--- config.mk ---
export PLATFORM = sky130hd
export DESIGN_NAME = mmu_axi_rd_arbiter
export DESIGN_NICKNAME = d
export VERILOG_FILES = /design/src/rtl/mmu_pkg.sv /design/src/rtl/mmu_arb_pick.sv /design/src/rtl/mmu_axi_rd_arbiter.sv
export SDC_FILE = /design/constraint.sdc
export NUM_CORES = 1
export LEC_CHECK = 0
export ABC_AREA = 1
export CAP_MARGIN = 30
export CORE_ASPECT_RATIO = 1.25
export CORE_MARGIN = 3
export CORE_UTILIZATION = 30
export CTS_CLUSTER_DIAMETER = 80
export DETAILED_ROUTE_END_ITERATION = 12
export GPL_TIMING_DRIVEN = 0
export PLACE_DENSITY_LB_ADDON = 0.2
export SYNTH_ARGS = -nofsm -noshare
export SYNTH_HDL_FRONTEND = slang
export SYNTH_SLANG_ARGS = --single-unit
--- constraint.sdc ---
create_clock -name clk -period 1.5 [get_ports clk]
set_input_delay 0.45 -clock clk [delete_from_list [all_inputs] [get_ports clk]]
set_output_delay 0.45 -clock clk [all_outputs]
set_load 0.02 [all_outputs]
--- src/rtl/mmu_pkg.sv ---
// mmu_pkg: shared types and constants for the MMU AXI read arbiter.
//   arb_state_t  : arbiter FSM states (IDLE / ADDR / DATA)
//   MST_INST/DATA: master index, also used as the AXI arid value
//   BURST_*      : AXI arburst encodings used by the arbiter
//   LINE_LEN     : arlen of a cache-line fill (16 beats)
//   WORD_SIZE    : arsize of a line-fill beat (4 bytes)
package mmu_pkg;

    typedef enum logic [1:0] {
        ARB_IDLE = 2'd0,
        ARB_ADDR = 2'd1,
        ARB_DATA = 2'd2
    } arb_state_t;

    localparam logic       MST_INST    = 1'b0;
    localparam logic       MST_DATA    = 1'b1;
    localparam logic [1:0] BURST_FIXED = 2'd0;
    localparam logic [1:0] BURST_INCR  = 2'd1;
    localparam logic [7:0] LINE_LEN    = 8'd15;
    localparam logic [2:0] WORD_SIZE   = 3'b010;

endpackage

--- src/rtl/mmu_arb_pick.sv ---
// mmu_arb_pick: combinational two-way grant between the inst and data
// requesters.
//   i_req_inst, i_req_data : pending requests
//   i_last_grant           : master granted on the previous IDLE exit
//   o_valid                : at least one request pending
//   o_grant                : winning master (MST_INST / MST_DATA)
// Macro MMU_ARB_ROUND_ROBIN_EN: when both request, the master not granted
// last wins. Without it, data always beats inst and i_last_grant is ignored.
module mmu_arb_pick
    import mmu_pkg::*;
(
    input  logic i_req_inst,
    input  logic i_req_data,
    input  logic i_last_grant,
    output logic o_valid,
    output logic o_grant
);

    assign o_valid = i_req_inst | i_req_data;

`ifdef MMU_ARB_ROUND_ROBIN_EN
    always_comb begin
        o_grant = i_req_data ? MST_DATA : MST_INST;
        if (i_req_inst && i_req_data) begin
            o_grant = (i_last_grant == MST_INST) ? MST_DATA : MST_INST;
        end
    end
`else
    logic w_unused_last;
    assign w_unused_last = i_last_grant;
    assign o_grant       = i_req_data ? MST_DATA : MST_INST;
`endif

endmodule

--- src/rtl/mmu_axi_rd_arbiter.sv ---
// mmu_axi_rd_arbiter: shares one AXI read channel between the instruction
// MMU (master 0) and the data MMU (master 1). One transaction outstanding.
//   clk, rst (async, active-low)
//   i_req_* / d_req_* : requests (held until *_req_ok pulses)
//   i_r* / d_r*       : R beats routed to the owner, zero otherwise
//   ar*, arready      : AXI AR channel (arid 0 = inst, 1 = data)
//   r*, rready        : AXI R channel
//   o_dbg_state       : current FSM state (arb_state_t encoding)
// Macro MMU_ARB_ROUND_ROBIN_EN selects round-robin arbitration and builds
// the last-grant register; default is fixed data-over-inst priority.
//
// Handshake: AR transfers on arvalid && arready; arvalid and the ar* fields
// are held stable from IDLE exit until that cycle. R transfers on
// rvalid && rready; rready is high only in DATA. rid is not used for
// routing; a mismatch against arid is reported as an error.
module mmu_axi_rd_arbiter
    import mmu_pkg::*;
#(
    parameter int ADDR_W = 32,
    parameter int DATA_W = 32
) (
    input  logic              clk,
    input  logic              rst,
    input  logic              i_req_en,
    input  logic [ADDR_W-1:0] i_req_addr,
    input  logic              i_req_single,
    input  logic [2:0]        i_req_size,
    output logic              i_req_ok,
    output logic [DATA_W-1:0] i_rdata,
    output logic              i_rvalid,
    output logic              i_rlast,
    output logic              i_rerr,
    input  logic              d_req_en,
    input  logic [ADDR_W-1:0] d_req_addr,
    input  logic              d_req_single,
    input  logic [2:0]        d_req_size,
    output logic              d_req_ok,
    output logic [DATA_W-1:0] d_rdata,
    output logic              d_rvalid,
    output logic              d_rlast,
    output logic              d_rerr,
    output logic [3:0]        arid,
    output logic [ADDR_W-1:0] araddr,
    output logic [7:0]        arlen,
    output logic [2:0]        arsize,
    output logic [1:0]        arburst,
    output logic              arvalid,
    input  logic              arready,
    input  logic [3:0]        rid,
    input  logic [DATA_W-1:0] rdata,
    input  logic [1:0]        rresp,
    input  logic              rlast,
    input  logic              rvalid,
    output logic              rready,
    output logic [1:0]        o_dbg_state
);

    arb_state_t        r_state;
    logic              r_grant;
    logic              r_err;
    logic [3:0]        r_arid;
    logic [ADDR_W-1:0] r_araddr;
    logic [7:0]        r_arlen;
    logic [2:0]        r_arsize;
    logic [1:0]        r_arburst;

    logic              w_last_grant;
    logic              w_pick_valid;
    logic              w_pick_grant;
    logic              w_sel_single;
    logic [2:0]        w_sel_size;
    logic              w_own_i;
    logic              w_own_d;
    logic              w_beat_err;

`ifdef MMU_ARB_ROUND_ROBIN_EN
    logic r_last_grant;
    assign w_last_grant = r_last_grant;
`else
    assign w_last_grant = MST_INST;
`endif

    mmu_arb_pick u_pick (
        .i_req_inst   (i_req_en),
        .i_req_data   (d_req_en),
        .i_last_grant (w_last_grant),
        .o_valid      (w_pick_valid),
        .o_grant      (w_pick_grant)
    );

    assign w_sel_single = (w_pick_grant == MST_DATA) ? d_req_single : i_req_single;
    assign w_sel_size   = (w_pick_grant == MST_DATA) ? d_req_size   : i_req_size;

    // Any bad response or a beat tagged with a foreign id poisons the burst.
    assign w_beat_err = (rresp != 2'b00) || (rid != r_arid);

    always_ff @(posedge clk or negedge rst) begin
        if (!rst) begin
            r_state   <= ARB_IDLE;
            r_grant   <= MST_INST;
            r_err     <= 1'b0;
            r_arid    <= '0;
            r_araddr  <= '0;
            r_arlen   <= '0;
            r_arsize  <= '0;
            r_arburst <= '0;
        end else begin
            case (r_state)
                ARB_IDLE: begin
                    if (w_pick_valid) begin
                        r_grant   <= w_pick_grant;
                        r_arid    <= {3'b000, w_pick_grant};
                        r_araddr  <= (w_pick_grant == MST_DATA) ? d_req_addr : i_req_addr;
                        r_arlen   <= w_sel_single ? 8'd0 : LINE_LEN;
                        r_arsize  <= w_sel_single ? w_sel_size : WORD_SIZE;
                        r_arburst <= w_sel_single ? BURST_FIXED : BURST_INCR;
                        r_err     <= 1'b0;
                        r_state   <= ARB_ADDR;
                    end
                end
                ARB_ADDR: begin
                    if (arready) begin
                        r_state <= ARB_DATA;
                    end
                end
                ARB_DATA: begin
                    if (rvalid) begin
                        if (rlast) begin
                            r_err   <= 1'b0;
                            r_state <= ARB_IDLE;
                        end else if (w_beat_err) begin
                            r_err <= 1'b1;
                        end
                    end
                end
                default: r_state <= ARB_IDLE;
            endcase
        end
    end

`ifdef MMU_ARB_ROUND_ROBIN_EN
    always_ff @(posedge clk or negedge rst) begin
        if (!rst) begin
            r_last_grant <= MST_INST;
        end else if (r_state == ARB_IDLE && w_pick_valid) begin
            r_last_grant <= w_pick_grant;
        end
    end
`endif

    assign arvalid     = (r_state == ARB_ADDR);
    assign rready      = (r_state == ARB_DATA);
    assign arid        = r_arid;
    assign araddr      = r_araddr;
    assign arlen       = r_arlen;
    assign arsize      = r_arsize;
    assign arburst     = r_arburst;
    assign o_dbg_state = r_state;

    assign i_req_ok = arvalid && arready && (r_grant == MST_INST);
    assign d_req_ok = arvalid && arready && (r_grant == MST_DATA);

    assign w_own_i = rready && (r_grant == MST_INST);
    assign w_own_d = rready && (r_grant == MST_DATA);

    assign i_rdata  = w_own_i ? rdata : '0;
    assign d_rdata  = w_own_d ? rdata : '0;
    assign i_rvalid = w_own_i && rvalid;
    assign d_rvalid = w_own_d && rvalid;
    assign i_rlast  = i_rvalid && rlast;
    assign d_rlast  = d_rvalid && rlast;
    // Error covers earlier beats (r_err) plus the last beat itself.
    assign i_rerr   = i_rlast && (r_err || w_beat_err);
    assign d_rerr   = d_rlast && (r_err || w_beat_err);

endmodule
# After elaboration in Yosys (flattened, before gate mapping)
# Index checks and enable logic that the tools add are counted.
dict set report totals {
  regBits 49
  output_inout_bits 125
  elab_cells 55
}
dict set report op_classes {
  n_eq_ne 8
  muxes 19
  bitwise_logic 2
  n_reduce_logical 19
}
# operator count
set op_table {}
lappend op_table {{32-bit 2-to-1 mux} 3}
lappend op_table {{1-bit logical AND} 11}
lappend op_table {{2-bit 2-to-1 mux} 4}
lappend op_table {{4-bit AND reduction} 2}
lappend op_table {{1-bit 2-to-1 mux} 7}
lappend op_table {{3-bit 2-to-1 mux} 2}
lappend op_table {{2-bit one-hot mux with 3 select lines} 1}
lappend op_table {{4-bit 2-to-1 mux} 1}
lappend op_table {{2-bit by 1-bit != test with 1-bit output (second input constant)} 2}
lappend op_table {{2-bit != test (second input constant)} 2}
lappend op_table {{4-bit by 1-bit != test with 1-bit output} 1}
lappend op_table {{2-bit nonzero test} 2}
lappend op_table {{3-bit by 2-bit != test with 1-bit output (second input constant)} 1}
lappend op_table {{2-bit by 1-bit equality test with 1-bit output (second input constant)} 1}
lappend op_table {{2-bit equality test (second input constant)} 1}
lappend op_table {{2-bit zero test} 1}
lappend op_table {{1-bit logical OR} 2}
lappend op_table {{1-bit one-hot mux with 2 select lines} 1}
lappend op_table {{2-bit AND reduction} 1}
lappend op_table {{1-bit inverter} 1}
lappend op_table {{1-bit OR} 1}

# Depth between registers and ports, before layout
dict set report logic_depth {
  word_depth 6
  ltp_mapped 7
  mapped_depth_nobuf 7
}

# Hierarchy
# From an unflattened synthesis, not the netlist that was laid out.
dict set report hier_totals {
  hier_cells 363
  hier_area_um2 2483.6
}
# mod instances cells_each area_each_um2 seq_area_each_um2
set by_module_without_submodules {}
lappend by_module_without_submodules {mmu_axi_rd_arbiter 1 359 2464.9 1001.0}
lappend by_module_without_submodules {mmu_arb_pick 1 4 18.8 0.0}

# Worst setup path after synthesis
# No wires, ideal clock.
dict set report synth_timing {
  path_type {reg2out}
  from {register r_state[1], in the netlist o_dbg_state[1]}
  to {output d_rerr}
  arrival_ns 1.575
  path_slack_ns -0.525
  stages_incl_launch_ff 7
  path_buffers 0
  cell_sequence {dfrtp_1 -> inv_2 -> nor2_4 -> nand2_2 -> nor2_2 -> nand2_1 -> nor2_1}
}
dict set report synth_via {
  elab_chain_len 5
}
# element line_no
set synth_rtl {}
lappend synth_rtl {{start, declared} mmu_axi_rd_arbiter.sv:58} ;# arb_state_t r_state;
lappend synth_rtl {{start signal, assigned} mmu_axi_rd_arbiter.sv:99} ;# r_state <= ARB_IDLE;
lappend synth_rtl {{start signal, assigned} mmu_axi_rd_arbiter.sv:118} ;# r_state <= ARB_ADDR;
lappend synth_rtl {{start signal, assigned} mmu_axi_rd_arbiter.sv:123} ;# r_state <= ARB_DATA;
lappend synth_rtl {{2-bit equality test} mmu_axi_rd_arbiter.sv:152} ;# assign rready = (r_state == ARB_DATA);
lappend synth_rtl {{via rready} mmu_axi_rd_arbiter.sv:54} ;# output logic rready,
lappend synth_rtl {{1-bit logical AND} mmu_axi_rd_arbiter.sv:164} ;# assign w_own_d = rready && (r_grant == MST_DATA);
lappend synth_rtl {{1-bit logical AND} mmu_axi_rd_arbiter.sv:169} ;# assign d_rvalid = w_own_d && rvalid;
lappend synth_rtl {{via d_rvalid} mmu_axi_rd_arbiter.sv:39} ;# output logic d_rvalid,
lappend synth_rtl {{1-bit logical AND} mmu_axi_rd_arbiter.sv:171} ;# assign d_rlast = d_rvalid && rlast;
lappend synth_rtl {{1-bit logical AND} mmu_axi_rd_arbiter.sv:174} ;# assign d_rerr = d_rlast && (r_err || w_beat_err);
lappend synth_rtl {{end, declared} mmu_axi_rd_arbiter.sv:41} ;# output logic d_rerr,
# The timed path passes the listed nets, and every way through them passes these cells.

# Worst setup path in the final report
dict set report layout_timing {
  from {register r_state[0], in the netlist o_dbg_state[0]}
  to {output i_rerr}
}
dict set report layout_via {
  elab_chain_len 5
}
# element line_no
set layout_rtl {}
lappend layout_rtl {{2-bit equality test} mmu_axi_rd_arbiter.sv:152}
lappend layout_rtl {{1-bit logical AND} mmu_axi_rd_arbiter.sv:163} ;# assign w_own_i = rready && (r_grant == MST_INST);
lappend layout_rtl {{1-bit logical AND} mmu_axi_rd_arbiter.sv:168} ;# assign i_rvalid = w_own_i && rvalid;
lappend layout_rtl {{1-bit logical AND} mmu_axi_rd_arbiter.sv:170} ;# assign i_rlast = i_rvalid && rlast;
lappend layout_rtl {{1-bit logical AND} mmu_axi_rd_arbiter.sv:173} ;# assign i_rerr = i_rlast && (r_err || w_beat_err);
lappend layout_rtl {{end, declared} mmu_axi_rd_arbiter.sv:32} ;# output logic i_rerr,
# Every way passes these cells.

==> flow_summary.yaml <==
synthesis:
  synth_area_leaders: "dfrtp_1 (41%), nor2_1 (17%), nand2_1 (13%), a31oi_1 (8.2%), inv_1 (6.7%)"
  syn_avg_cell_area_sq_um: 6.707
  ys_types: 21
  synth_warnings: 0
  synthesis.area_sq_um: 2455
  yosysTopAreaCell: "dfrtp_1"
  yosysTopAreaCellShare: 0.4077
  yosys_register_bits: 40
  synthCells: 366
  synth-seq-area-share: 0.4077
grt:
  grt_pass1_vias: 3319
  gr-usage-all-layers: 0.2256
  grt_pass1_wl_microns: 16570
  grt_max_degree: 41
  antenna_found_initial: 2
  gr-total-overflow: 0
sta:
  slew_viol_final: 0
  min_period_ns: 1.933
  fin_skew_ns: 0.007683
  period_share: 1.289
  fin_tns_setup_ns: -30.78
  layout_setup_ws_ns: -0.4330
  finalSetupViolations: 116
  hold_viol_final: 0
  rsz0062_at_grt: "true"
  fmax_mhz: 517.3
setup_path:
  cp-end-kind: "primary output"
  cp-start-kind: "flop"
  r2r-end: "araddr[16]"
  arrival_ns: 1.48
  path_cells: "nor2_4, nand2_4, nor2_4, nand2_4, nor2_4, buf_6"
  cp_slowest_stage_delay_ns: 0.44
  rr_worst_depth: 9
  required_ns: 1.05
  worstSetupPathType: "reg2out"
  startpoint: "o_dbg_state[0]"
  critPathMaxFanout: 6
  crit_slowest_cell: "dfrtp_2"
  worstSetupEndpoint: "i_rerr"
  r2r-start: "o_dbg_state[0]"
  crit_path_frequent_cell: "nor2_4"
  ff2ff_setup_slack_ns: -0.20
run_status:
  violations: "setup timing"
  status: "finished with violations"
clock_network:
  cts_root_buf: "clkbuf_8"
  clk_latency_ns: 0.29
  cts_tree: "done"
  ctsHtreeMaxLevel: 2
  path_clk_slew_ns: 0.08
  cts_hold_buf: 0
  clock-sinks: 40
  cts_inserted_buffers: 5
  cts_buffer_depth: 2
routing:
  wl_per_cell_microns: 15.57
  drc: 0
  drt_iter0_drc: 72
  dr.pass1.iters: 4
  final_antenna_net_count: 0
  wl_microns: 11530
  vias: 3435
  avgViaCountPerCell: 4.642
floorplanning:
  rows: 36
  die-area_sq_um: 9311
  die_h_microns: 107.1
  pin_count: 242
  die_w_microns: 86.91
  initial_core_util: 0.3114
  core_area_sq_um: 7883
min_path:
  hold_class: "in2async"
power:
  total_power_mw: 8.960
  ir_drop_mv: 1.081
  p_per_area_nw_per_um2: 1543
  power_leakage_nw: 2.813
placed_design:
  dpl.hpwl_microns: 8756
  io_buffers: 233
  dp.cells: 702
  gp_congestion: 0.8061
  placed_area_sq_um: 5172
layout:
  drive_gt1_frac: 0.3960
  nFillCells: 652
  stdcell_area_sq_um: 5808
  layout.nets: 760
  finish.utilization: 0.7368
  multi_input_area_sq_um: 1551
  finalNonFillerCells: 740
  ff_latch_area_sq_um: 1005
  area_delta_synth_final_pct: 136.6
run:
  drv_cap: 0
==> metrics by stage <==
step / worst slack (ns) / hold slack, ns
6_report: -0.4330 / 0.1182
5_1_grt: -0.5049 / 0.1289
4_1_cts: -0.4162 / 0.1254
3_5_place_dp: -0.9387 / 0.4388
3_3_place_gp: -1.181 / 0.4754
2_1_floorplan: -0.2788 / 0.1544
==> report_power, final <==
group | total [mW] | internal (mW) | switching, mW | leakage [nW]
sequential | 1.93 | 1.62 | 0.310 | 0.450
clock | 0.876 | 0.494 | 0.382 | 0.0552
combinational | 6.15 | 2.81 | 3.34 | 2.31
total | 8.96 | 4.93 | 4.03 | 2.81
==> flip-flops by register name, summed over array words and instances (netlist names) <==
register	count
araddr	32
arlen	1
r_err	1
r_grant	1
arsize	3
o_dbg_state	2
==> cell usage after synthesis <==
cell type	instances
a21oi_1	1
nor3_1	1
nor2_2	2
clkbuf_1	3
o21ai_1	2
conb_1	1
inv_2	2
nor2_4	2
buf_6	2
mux2i_1	3
o21ai_0	1
nand2_1	83
a31oi_1	32
o31ai_1	1
buf_4	15
inv_1	44
nand3_1	3
nor2_1	111
buf_2	13
dfrtp_1	40
nand2_2	4
==> area by class of cell <==
class,instances,share of cell area
Timing Repair Buffer,262,0.4308
Multi-Input combinational cell,255,0.2671
Sequential cell,40,0.1730
Buffer,33,0.05773
Inverter,46,0.03188
Tap cell,95,0.02047
Clock buffer,6,0.01249
Clock inverter,2,0.006032
Antenna cell,1,0.0004308
==> critical path, delay by kind of cell (launching register included) <==
| kind | cells | cell delay (ns) |
|---|---|---|
| flip-flops | 1 | 0.44 |
| buffers and inverters | 1 | 0.12 |
| AND/OR/NAND/NOR | 5 | 0.65 |
==> cell usage in the layout, fill, tap and decap left out, drive strengths merged <==
cell type,n
a31oi,32
clkdlybuf4s50,108
o21ai,3
dfrtp,40
a21oi,1
dlymetal6s2s,4
mux2i,3
dlygate4sd2,35
inv,45
nor3,1
diode,1
conb,8
nand2,87
o31ai,1
buf,139
clkdlybuf4s15,2
nand3,3
clkinv,2
bufinv,1
clkbuf,13
nor2,116
==> worst min path at each step <==
| stage | cells after the start | endpoint | startpoint |
|---|---|---|---|
| finish | 2 | araddr[0] | rst |
| global route | 2 | araddr[0] | rst |
| CTS | 2 | araddr[5] | rst |
| detailed placement | 2 | araddr[0] | rst |
| global placement | 2 | arsize[2] | arsize[2] |
| floorplan | 0 | araddr[0] | rst |
==> kinds of logic (layout without fill, tap and decap cells) <==
kind of cell | after synthesis | count (layout) | synth area share
AO/OA/AOI/OAI | 37 | 37 | 0.09276
buffers and inverters | 79 | 349 | 0.1565
flip-flops | 40 | 40 | 0.4077
multiplexers | 3 | 3 | 0.01223
other | 1 | 9 | 0.001528
AND/OR/NAND/NOR | 206 | 207 | 0.3292
==> per-layer routing <==
metal	track usage	wire length [microns]	vias up
li1	-	-	1656
met1	0.2119	3551	1577
met2	0.4376	6380	178
met3	0.09992	1380	20
met4	0.04566	184	4
met5	0	27	-
==> what timing repair did <==
action                                  CTS  global route
gates resized for setup                 506            90
hold endpoints to repair                  0             0
setup buffers                            17            11
endpoints found under the setup margin  139           101
gates cloned                              0             5
pin swaps                                 8            15
Note: power is estimated with default switching activity, not from simulation.
